`config.mk`:
```
export PLATFORM = sky130hd
export DESIGN_NAME = tmds_channel_encoder
export DESIGN_NICKNAME = d
export VERILOG_FILES = /design/src/rtl/tmds_channel_encoder.sv
export SDC_FILE = /design/constraint.sdc
export NUM_CORES = 1
export LEC_CHECK = 0
export BUFFER_PORTS_ARGS = -buffer_cell sky130_fd_sc_hd__buf_2
export CORE_ASPECT_RATIO = 0.8
export CORE_UTILIZATION = 61
export CTS_BUF_LIST = sky130_fd_sc_hd__clkbuf_4
export DETAILED_ROUTE_END_ITERATION = 12
export PLACE_DENSITY = 0.83
export SLEW_MARGIN = 10
export SYNTH_ARGS = -nofsm -noshare
export SYNTH_HDL_FRONTEND = slang
export SYNTH_SLANG_ARGS = --single-unit
```
`constraint.sdc`:
```
create_clock -name i_clk -period 5.9 [get_ports i_clk]
set_clock_uncertainty 0.05 [all_clocks]
set_input_delay 0 -clock i_clk [delete_from_list [all_inputs] [get_ports i_clk]]
set_output_delay 0 -clock i_clk [all_outputs]
set_load 0.005 [all_outputs]
```
`src/rtl/tmds_channel_encoder.sv`:
```
// TMDS lane encoder: 8-bit pixel data or 2-bit control in, 10-bit symbol out.
// Two register stages: transition minimisation (XOR/XNOR chain), then DC
// balancing against a signed running-disparity counter. Fixed two-cycle
// latency, one symbol per clock, so the three colour lanes stay aligned.
module tmds_channel_encoder #(
  parameter int CNT_W = 5
) (
  input  logic             i_clk,
  input  logic             i_rst,
  input  logic             i_ve,
  input  logic [7:0]       i_data,
  input  logic [1:0]       i_ctrl,
  output logic [9:0]       o_tmds,
  output logic [CNT_W-1:0] o_disparity
);

  localparam logic [9:0] TOKEN_00 = 10'b1101010100;
  localparam logic [9:0] TOKEN_01 = 10'b0010101011;
  localparam logic [9:0] TOKEN_10 = 10'b0101010100;
  localparam logic [9:0] TOKEN_11 = 10'b1010101011;

  localparam logic signed [CNT_W-1:0] ZERO = '0;
  localparam logic signed [CNT_W-1:0] TWO  = CNT_W'(2);

  function automatic logic [3:0] popcount8(input logic [7:0] v);
    logic [3:0] n;
    n = 4'd0;
    for (int i = 0; i < 8; i++) n = n + {3'd0, v[i]};
    return n;
  endfunction

  // ---------------- stage 1: transition minimisation ----------------
  logic [3:0] n1d;
  logic       use_xnor;
  logic [8:0] qm_next;

  logic [8:0] qm1;
  logic       ve1;
  logic [1:0] ctrl1;

  // Choose XOR or XNOR chain from the byte's ones count and build qm.
  always_comb begin
    // NOTE: every always_comb output gets a default first so no path can infer a latch.
    qm_next  = '0;
    n1d      = popcount8(i_data);
    use_xnor = (n1d > 4'd4) || ((n1d == 4'd4) && !i_data[0]);
    qm_next[0] = i_data[0];
    for (int i = 1; i < 8; i++) begin
      qm_next[i] = use_xnor ? ~(i_data[i] ^ qm_next[i-1]) : (i_data[i] ^ qm_next[i-1]);
    end
    qm_next[8] = ~use_xnor;
  end

  // Stage-1 register; qm only loads during data periods so a floating
  // i_data in blanking never reaches the balancing stage.
  always_ff @(posedge i_clk) begin
    // NOTE: sequential state uses non-blocking assignments so both stages see pre-edge values.
    if (i_rst) begin
      qm1   <= '0;
      ve1   <= 1'b0;
      ctrl1 <= 2'b00;
    end else begin
      ve1   <= i_ve;
      ctrl1 <= i_ctrl;
      if (i_ve) qm1 <= qm_next;
    end
  end

  // ---------------- stage 2: DC balance ----------------
  logic [3:0]              n1;
  logic [3:0]              n0;
  logic signed [CNT_W-1:0] n1_ext;
  logic signed [CNT_W-1:0] n0_ext;
  logic signed [CNT_W-1:0] d10;      // N1 - N0
  logic signed [CNT_W-1:0] d01;      // N0 - N1
  logic signed [CNT_W-1:0] cnt;
  logic signed [CNT_W-1:0] cnt_next;
  logic [9:0]              tmds_next;
  logic                    cnt_pos;
  logic                    cnt_neg;

  // Pick token or balanced data symbol and the disparity it leaves behind.
  always_comb begin
    tmds_next = TOKEN_00;
    cnt_next  = ZERO;
    n1        = popcount8(qm1[7:0]);
    n0        = 4'd8 - n1;
    n1_ext    = signed'({{(CNT_W-4){1'b0}}, n1});
    n0_ext    = signed'({{(CNT_W-4){1'b0}}, n0});
    d10       = n1_ext - n0_ext;
    d01       = n0_ext - n1_ext;
    cnt_neg   = cnt[CNT_W-1];
    cnt_pos   = !cnt[CNT_W-1] && (cnt != ZERO);
    if (!ve1) begin
      // Control period: emit token and restart balancing from zero.
      case (ctrl1)
        2'b00:   tmds_next = TOKEN_00;
        2'b01:   tmds_next = TOKEN_01;
        2'b10:   tmds_next = TOKEN_10;
        default: tmds_next = TOKEN_11;
      endcase
      cnt_next = ZERO;
    end else if ((cnt == ZERO) || (n1 == n0)) begin
      tmds_next = {~qm1[8], qm1[8], qm1[8] ? qm1[7:0] : ~qm1[7:0]};
      cnt_next  = cnt + (qm1[8] ? d10 : d01);
    end else if ((cnt_pos && (n1 > n0)) || (cnt_neg && (n0 > n1))) begin
      tmds_next = {1'b1, qm1[8], ~qm1[7:0]};
      cnt_next  = cnt + (qm1[8] ? TWO : ZERO) + d01;
    end else begin
      tmds_next = {1'b0, qm1[8], qm1[7:0]};
      cnt_next  = cnt - (qm1[8] ? ZERO : TWO) + d10;
    end
  end

  // Output symbol and running disparity update together.
  always_ff @(posedge i_clk) begin
    if (i_rst) begin
      o_tmds <= TOKEN_00;
      cnt    <= ZERO;
    end else begin
      o_tmds <= tmds_next;
      cnt    <= cnt_next;
    end
  end

  assign o_disparity = cnt;

endmodule

```
==> results of run 1 <==
[through the flow]
step / setup slack, ps / hold slack, ps / utilization / cells
after floorplan: 655 / 78.2 / - / 258
after global placement: 465 / 165 / 0.701 / 318
after detailed placement: 300 / 172 / 0.701 / 318
after CTS: 247 / 26.2 / 0.734 / 331
after global routing: 2.59 / 28.2 / 0.740 / 331
final: 307 / 22.2 / 0.740 / 331
[path summary, 6_finish.rpt]
kind,to,cells past startpoint,from
worst min register to register,flop,2,flop
worst max register to register,o_disparity[4]$_SDFF_PP0_,20,qm1[0]$_SDFFE_PP0P_
worst max-delay path,o_disparity[4]$_SDFF_PP0_,20,qm1[0]$_SDFFE_PP0P_
worst min-delay path,qm1[4]$_SDFFE_PP0P_,4,i_data[4]
[repair_timing]
| item | 4_1_cts | 5_1_grt |
|---|---|---|
| hold buffers | 9 | 0 |
| gates resized for setup | 0 | 4 |
| hold endpoints to repair | 10 | 0 |
| endpoints found under the setup margin | 0 | 1 |
[worst max-delay path, stage by stage, from the launching register on]
cell and delay (ps):
dfxtp_1 410, inv_1 80, fa_1 550, fa_1 430, fa_1 490, inv_1 40
ha_1 200, fa_1 550, nor2_4 170, inv_1 140, ha_2 430, inv_1 130
xnor2_2 230, ha_1 270, ha_1 190, fa_1 370, xnor2_1 200, xnor2_1 150
xnor2_1 130, mux2i_1 90, a211oi_1 230
[sequential cells by signal (all words and copies together), names as in the netlist, named ones only]
| register | count |
|---|---|
| o_tmds | 10 |
| ve1 | 1 |
| o_disparity | 4 |
| qm1 | 9 |
| ctrl1 | 2 |
[synth_stat cells (2+ instances only)]
master / instances / area (sq um)
inv_1: 36 / 135
dfxtp_1: 27 / 541
ha_1: 23 / 288
nor2_1: 22 / 82.6
xnor2_1: 16 / 140
fa_1: 12 / 240
nor3_1: 9 / 45.0
a21oi_1: 8 / 40.0
mux2i_1: 8 / 80.1
a211oi_1: 6 / 45.0
a31oi_1: 5 / 31.3
clkbuf_1: 5 / 18.8
nand2_1: 5 / 18.8
nor2b_1: 5 / 31.3
nor4_1: 5 / 31.3
o211a_1: 5 / 50.1
o211ai_1: 5 / 37.5
a21o_1: 4 / 30.0
xor2_1: 4 / 35.0
nand2b_1: 3 / 18.8
nand3b_1: 3 / 22.5
or4_1: 3 / 22.5
a2bb2oi_1: 2 / 17.5
a31o_1: 2 / 17.5
buf_6: 2 / 22.5
clkinv_1: 2 / 7.51
nand3_1: 2 / 10.0
nor3b_1: 2 / 15.0
o21ai_0: 2 / 10.0
o31ai_1: 2 / 15.0
or4_2: 2 / 17.5
xnor3_1: 2 / 45.0
[routing by layer]
layer | vias up | global-route usage | share of wire
met5 | - | 0 | 0
li1 | 956 | - | -
met3 | 5 | 0.0365 | 0.054
met2 | 51 | 0.371 | 0.45
met1 | 868 | 0.385 | 0.48
met4 | 0 | 0.0672 | 0.012
[final cells by class]
cell class                      instances  area share
Clock buffer                            3     0.00854
Sequential cell                        27       0.205
Inverter                               39      0.0565
Tap cell                               42      0.0199
Clock inverter                          1     0.00285
Timing Repair Buffer                   36      0.0854
Multi-Input combinational cell        183       0.622
[cell usage in the layout (no fill, tap or decap), drive strengths merged, types with 3 or more instances in the layout]
master	count
o211a	5
o211ai	5
a21o	4
nand2b	3
nand2	5
a211oi	6
xnor2	16
a21oi	8
mux2i	9
nor2	23
xor2	5
dlygate4sd3	9
nor3	10
buf	27
nor4	5
nor2b	5
or4	5
fa	12
clkbuf	3
dfxtp	27
ha	23
nand3b	3
inv	37
a31oi	5
[cells by family (layout without fill, tap and decap cells)]
family | Yosys count | count (layout) | share of synthesized area
compound gates | 49 | 49 | 0.164
xor+xnor | 23 | 23 | 0.100
fa+ha+maj | 35 | 35 | 0.224
buf+inv | 48 | 79 | 0.0843
flops | 27 | 27 | 0.229
mux | 10 | 10 | 0.0482
simple gates | 66 | 66 | 0.151
==> impl_results.md, run 1 <==
* Setup TNS Final at 0 ps
* Final setup vio count at 0
* Arrival time at the worst endpoint at 5820 ps
* Multi-input logic area at 1640 sq um
* Tmin final at 5590 ps
* CTS Buf Count at 3
* Final WL at about 4800 microns
* Final period utilization at 0.948
* Register area at 541 sq um
* Worst-Margin Slew at approximately 700 ps
* Initial drt markers at ~200
* Routability cong. at 0.860
* FF-to-FF setup slack at between 300 and 400 ps
* Vias in the first global route at between 1.5k and 2k
* Max_slew headroom at 0.534
* Worst-Skew Late Latency at between 300 and 400 ps
* # nets final at 338
* Final ANT Viol Nets at 0
* Filler cells at 267
* Clock buffer depth at 2
* Worst-path maximum fanout at 6
* CP required at 6130 ps
* Sequential fraction of the synthesis area at 0.229
* Die Area at 4120 sq um
* Area delta synth->final at 11.7%
* Hold Vio Cnt, Final at 0
* CTS tree: built
* Critical path capture point type: flop
* EDFF count, synth at 0
* Drc violations at 0
* Startpoint types: flop
* Clock sink count at 27
* Yosys warning count at 0
* Mapped Nets at 306
* I/O Buffers at 27
* Post-synthesis register bit count at 27
* Hold WC Path Type: input pin to flop
* RSZ-0062 raised after global routing: false
* Finished Cell Area at 2640 sq um
* Ys async rst share at 0
* Share of cells above drive strength 1 at 0.156
* First-pass DRT Iterations at 4
* Core area at 3570 sq um
* # H-tree levels at 1
* FMAX at 179 MHz
* Die H at 57.6 microns
* Ys flop type: dfxtp_1
* Area post-placement at 2500 sq um
* Cell Area, Synth at between 2000 and 2500 sq um
* Pin count of the biggest net entering global routing at 20
* Initial Util at 0.662
* Mapped Cells at 258
* Worst-path clk slew at 160 ps
* First-pass GRT wire length at 7900 microns
* CTS root buffer: clkbuf_4
* Setup bufs post-CTS at 0
* Status: completed
* WL per Instance at 14.4 microns
* Gr ovfl total at 0
* Ant diodes at 0
* DIE WIDTH at 71.6 microns
* Ports at 28
* Max-Cap Viols at 0
* Initial antenna violation count at 0
* Vias/cell at ~5.7
* Tot GR Track Use at 0.251
* Via Count at between 1.5k and 2k
* FP Rows at 19
* DP Wirelength at about 3600 microns
* Synth cell types at between 50 and 60
* Post-Syn Area per Cell at 9.15 sq um
* Setup Crit Path Kind: flop to flop
* Max-slew violations at 0
Power of run 1 is left out: the tool's default activity adds up to more than one toggle a clock period on the data nets, which glitch-free logic cannot reach.
==> run 2, diff against run 1 <==
Settings changed: BUFFER_PORTS_ARGS -buffer_cell sky130_fd_sc_hd__buf_2 to -buffer_cell sky130_fd_sc_hd__buf_4.
==> run 2 against run 1 <==
  * Count of clock-buffer cells in the layout is the same
  * Critical endpoint unchanged
  * Wire length grew 5.6%
  * Setup slack lost 16 ps
  * First-iteration DRC count shrank 33%
  * Largest cell class unchanged
  * Utilization grew 2.4 points
  * Via count grew 3.2%
  * Global-route usage grew 2.2 points
  * Worst hold slack gained 17 ps
  * Critical path type unchanged
  * Non-clock buffer count grew 2
  * Final cell count grew 0.60%
  * Fmax shrank 0.29%
  * Critical path depth shrank 2
==> impl_results.md, run 2 (synthesis results as in run 1) <==
* Status: completed
* Arrival time at the worst endpoint at 5830 ps (about the same)
* Initial drt markers at 135 (-33%)
* Initial antenna violation count at 0 (unchanged)
* Max reg flops at 10 (unchanged)
* # nets final at 340 (+0.59%)
* Most common cell after layout, fill and taps aside: inv_1
* Worst-Skew Late Latency at 340 ps (about the same)
* WL per Instance at 15.2 microns (+5.0%)
* R2R depth at 18 (-10%)
* Hold WC Path Type: input pin to flop
* Final ANT Viol Nets at 0 (unchanged)
* First-pass DRT Iterations at 4 (unchanged)
* Most frequent cells in the layout: inv_1, dfxtp_1, buf_4
* Area delta synth->final at 15.4%
* Setup Crit Path Kind: flop to flop
* FMAX at 178 MHz (-0.29%)
* CP required at 6120 ps (about the same)
* Final WL at 5050 microns (+5.6%)
* Worst path most repeated cell: fa_1
* Hold Vio Cnt, Final at 0 (unchanged)
* # H-tree levels at 1 (unchanged)
* Setup TNS Final at 0 ps (unchanged)
* Worst-path clk slew at 150 ps (about the same)
* RSZ-0062 raised after global routing: false
* Core area at 3570 sq um (unchanged)
* FF-to-FF setup slack at 290 ps (-20 ps)
* Die Area at 4120 sq um (unchanged)
* DIE WIDTH at 71.6 microns (unchanged)
* Clock buffer depth at 2 (unchanged)
* Gr ovfl total at 0 (unchanged)
* Share of cells above drive strength 1 at 0.151 (-0.00451)
* Final setup vio count at 0 (unchanged)
* Worst-path maximum fanout at 7 (+1)
* Startpoint types: flop
* Routability cong. at 0.859 (-0.15%)
* Clock sink count at 27 (unchanged)
* Vias in the first global route at 1812 (+11%)
* Critical R2R Capture: o_disparity[4]$_SDFF_PP0_
* CP cell instances: inv_1 -> fa_1 -> fa_1 -> fa_1 -> inv_1 -> ha_1 -> fa_1 -> xor2_2 -> ha_4 -> inv_1 -> a2bb2oi_1 -> ha_1 -> fa_1 -> xnor2_1 -> xnor2_1 -> xnor2_1 -> mux2i_1 -> a211oi_1
* Tmin final at 5610 ps (+16.2 ps)
* Max_slew headroom at 0.526 (-0.00838)
* Max-Cap Viols at 0 (unchanged)
* CTS Buf Count at 3 (unchanged)
* Die H at 57.6 microns (unchanged)
* Worst Setup EP: o_disparity[4]$_SDFF_PP0_
* Ant diodes at 0 (unchanged)
* Final period utilization at 0.951 (+0.00274)
* Worst-Margin Slew at 709 ps (+12.5 ps)
* FP Rows at 19 (unchanged)
* Pin count of the biggest net entering global routing at 20 (unchanged)
* Vias/cell at 5.83 (+2.6%)
* Ports at 28 (unchanged)
* Top reg by flops: o_tmds
* CTS tree: built
* Critical path capture point type: flop
* Via Count at 1941 (+3.2%)
* Largest stage delay, worst path at 550 ps (about the same)
* CTS root buffer: clkbuf_4
* CP startpoint: qm1[0]$_SDFFE_PP0P_
* Setup bufs post-CTS at 0 (unchanged)
* Drc violations at 0 (unchanged)
* I/O Buffers at 27 (unchanged)
* First-pass GRT wire length at 8670 microns (+9.7%)
* Tot GR Track Use at 0.273 (+0.0223)
* DP Wirelength at 3830 microns (+5.6%)
* Initial Util at 0.662 (unchanged)
* Origin of the critical flop-to-flop path: qm1[0]$_SDFFE_PP0P_
* Slowest stage cell, crit path: fa_1
* Max-slew violations at 0 (unchanged)
## run 2: how the worst min path moves through the flow
| stage | startpoint | endpoint | slack (ps) | cells after the start |
|---|---|---|---|---|
| global route | i_data[4] | qm1[4]$_SDFFE_PP0P_ | 50 | 4 |
| CTS | i_data[4] | qm1[4]$_SDFFE_PP0P_ | 40 | 4 |
| global placement | i_ctrl[1] | ctrl1[1]$_SDFF_PP0_ | 170 | 2 |
| detailed placement | i_ctrl[1] | ctrl1[1]$_SDFF_PP0_ | 170 | 2 |
| finish | i_data[4] | qm1[4]$_SDFFE_PP0P_ | 40 | 4 |
| floorplan | i_ctrl[0] | ctrl1[0]$_SDFF_PP0_ | 80 | 1 |
## run 2: worst max-delay path, delay by kind of cell, from the launching register on
kind                     cells  cell delay, ps
XOR/XNOR                     4             920
adder cells (fa/ha/maj)      8            3230
multiplexers                 1              90
AO/OA/AOI/OAI                2             530
buffers and inverters        3             290
flip-flops                   1             420
## run 2: routing by layer
metal	routed length [microns]	vias to the layer above	GRT usage
li1	-	957	-
met1	2410	928	0.408
met2	2310	52	0.422
met3	284	4	0.0417
met4	38	0	0.0644
met5	0	-	0
## run 2: per-stage QoR
step / setup slack [ps] / utilization / hold slack (ps) / area [sq um] / instances
global route: 14.3 / 0.764 / 52.4 / 2720 / 333
global placement: 462 / 0.720 / 168 / 2570 / 318
CTS: 190 / 0.758 / 38.6 / 2700 / 333
detailed placement: 238 / 0.720 / 168 / 2570 / 318
finish: 291 / 0.764 / 39.5 / 2720 / 333
floorplan: 655 / - / 78.2 / 2360 / 258
## run 2: timing repair
action | CTS | global route
hold endpoints to repair | 17 | 0
endpoints found under the setup margin | 0 | 1
gates resized for setup | 0 | 3
hold buffers | 11 | 0
## run 2: cell type report
class                      instances  area [sq um]
sequential                        27           541
multi-input combinational        183          1640
tap                               42          52.6
fill                             266           842
timing repair buffer              38           313
clock buffer                       3          22.5
inverter                          39           149
clock inverter                     1          5.00
Power of run 2 is left out for the same reason.
==> run 3, diff against run 2 <==
Settings changed: CTS_CLUSTER_SIZE from default to 40, REMOVE_ABC_BUFFERS from default to 1.
==> run 3 against run 2 <==
  * Global-route usage grew 0.30 points
  * Setup slack better by 28 ps
  * Worst hold slack lost 32 ps
  * Count of clock-buffer cells in the layout unchanged
  * Register-to-register slack improved by 30 ps
  * Highest routed layer unchanged
  * Critical path depth increased by 2
==> impl_results.md, run 3 (synthesis results as in run 1) <==
* Most common cell after layout, fill and taps aside: inv_1
* Worst-Margin Slew at 686 ps (-22.6 ps)
* Arrival time at the worst endpoint at 5800 ps (-30 ps)
* Final period utilization at 0.946 (-0.00471)
* Clock sink count at 27 (unchanged)
* I/O Buffers at 27 (unchanged)
* Routability cong. at 0.891 (+3.7%)
* Initial antenna violation count at 0 (unchanged)
* Vias/cell at 5.87 (+0.66%)
* First-pass GRT wire length at 8750 microns (+0.96%)
* Final WL at 5230 microns (+3.5%)
* Setup Crit Path Kind: flop to flop
* Max_slew headroom at 0.541 (+0.0151)
* Core area at 3570 sq um (unchanged)
* CP cell instances: inv_1 -> fa_1 -> fa_1 -> fa_1 -> inv_1 -> ha_1 -> fa_2 -> nor2_4 -> inv_1 -> ha_2 -> inv_1 -> xnor2_1 -> ha_1 -> ha_1 -> fa_1 -> xnor2_1 -> xnor2_1 -> xnor2_1 -> mux2i_1 -> a211oi_1
* Tot GR Track Use at 0.276 (+0.00299)
* Via Count at 1942 (+0.052%)
* FP Rows at 19 (unchanged)
* Hold WC Path Type: input pin to flop
* Worst-path maximum fanout at 6 (-1)
* Ant diodes at 0 (unchanged)
* DIE WIDTH at 71.6 microns (unchanged)
* Startpoint types: flop
* # nets final at 338 (-0.59%)
* CP required at 6120 ps (about the same)
* RSZ-0062 raised after global routing: false
* Register area at 541 sq um (unchanged)
* Place WS at 276 ps (+38.1 ps)
* Fin cells at 331 (-0.60%)
* Die H at 57.6 microns (unchanged)
* Multi-input logic area at 1640 sq um (about the same)
* FMAX at 179 MHz (+0.50%)
* Die Area at 4120 sq um (unchanged)
* CP startpoint: qm1[0]$_SDFFE_PP0P_
* CTS tree: built
* Most frequent cells in the layout: inv_1, dfxtp_1, buf_4
* Max-slew violations at 0 (unchanged)
* CTS Buf Count at 3 (unchanged)
* Ports at 28 (unchanged)
* Critical path capture point type: flop
* Max reg flops at 10 (unchanged)
* # placed instances at 318 (unchanged)
* Final ANT Viol Nets at 0 (unchanged)
* Slowest stage cell, crit path: fa_1
* Setup TNS Final at 0 ps (unchanged)
* Gr ovfl total at 0 (unchanged)
* First-pass DRT Iterations at 4 (unchanged)
* Share of cells above drive strength 1 at 0.152 (+0.00105)
* Worst-path clk slew at 150 ps (about the same)
* Origin of the critical flop-to-flop path: qm1[0]$_SDFFE_PP0P_
* R2R depth at 20 (+2)
* Clock buffer depth at 2 (unchanged)
* FF-to-FF setup slack at 320 ps (+30 ps)
* Status: completed
* # H-tree levels at 1 (unchanged)
* Initial Util at 0.662 (unchanged)
* Worst Slack Setup Final at 318 ps (+27.8 ps)
* Vias in the first global route at 1885 (+4.0%)
* Top reg by flops: o_tmds
* Initial drt markers at 156 (+16%)
* Max-Cap Viols at 0 (unchanged)
* Pin count of the biggest net entering global routing at 20 (unchanged)
* CTS root buffer: clkbuf_4
* Largest stage delay, worst path at 550 ps (about the same)
* Final setup vio count at 0 (unchanged)
* Worst Setup EP: o_disparity[4]$_SDFF_PP0_
* Tmin final at 5580 ps (-27.8 ps)
* Worst-Skew Late Latency at 340 ps (about the same)
* Setup bufs post-CTS at 0 (unchanged)
* Critical R2R Capture: o_disparity[4]$_SDFF_PP0_
* WL per Instance at 15.8 microns (+4.2%)
* Filler cells at 253 (-4.9%)
* Drc violations at 0 (unchanged)
* Hold Vio Cnt, Final at 0 (unchanged)
* Area delta synth->final at 14.6%
* DP Wirelength at 3830 microns (about the same)
## run 3: timing repair
item                                   4_1_cts  5_1_grt
endpoints found under the hold margin       17        0
hold buffers                                 9        0
gates resized for setup                      0        4
setup endpoints to repair                    0        1
## run 3: routing by layer
layer	track usage	vias up	wire length, microns
met5	0	-	0
met2	0.408	64	2270
met4	0.0840	0	82
met1	0.410	916	2550
met3	0.0557	10	321
li1	-	952	-
## run 3: critical path, delay by kind of cell (launching register included)
family          cells  cell delay, ps
flops               1             400
xor+xnor            4             790
mux                 1             100
buf+inv             4             370
fa+ha+maj           9            3430
compound gates      1             240
simple gates        1             140
## run 3: how the worst min path moves through the flow
stage	start	end	slack [ps]	depth (start not counted)
after global routing	i_data[4]	qm1[4]$_SDFFE_PP0P_	40	4
after detailed placement	i_ctrl[1]	ctrl1[1]$_SDFF_PP0_	170	2
after floorplan	i_rst	qm1[8]$_SDFFE_PP0P_	20	1
after CTS	i_data[4]	qm1[4]$_SDFFE_PP0P_	9	4
after global placement	i_ctrl[0]	ctrl1[0]$_SDFF_PP0_	160	2
final	i_data[4]	qm1[4]$_SDFFE_PP0P_	7	4
## run 3: cell type report
class / instances / area share
multi-input combinational: 183 / 0.607
tap: 42 / 0.0194
timing repair buffer: 36 / 0.108
inverter: 39 / 0.0550
sequential: 27 / 0.200
clock buffer: 3 / 0.00833
clock inverter: 1 / 0.00185
## run 3: through the flow
step	hold WS, ps	cell area (sq um)	utilization
after floorplan	21.5	2310	-
after global placement	164	2570	0.720
after detailed placement	168	2570	0.720
after CTS	9.34	2680	0.753
after global routing	43.8	2710	0.759
final	7.25	2710	0.759
Power of run 3 is left out for the same reason.
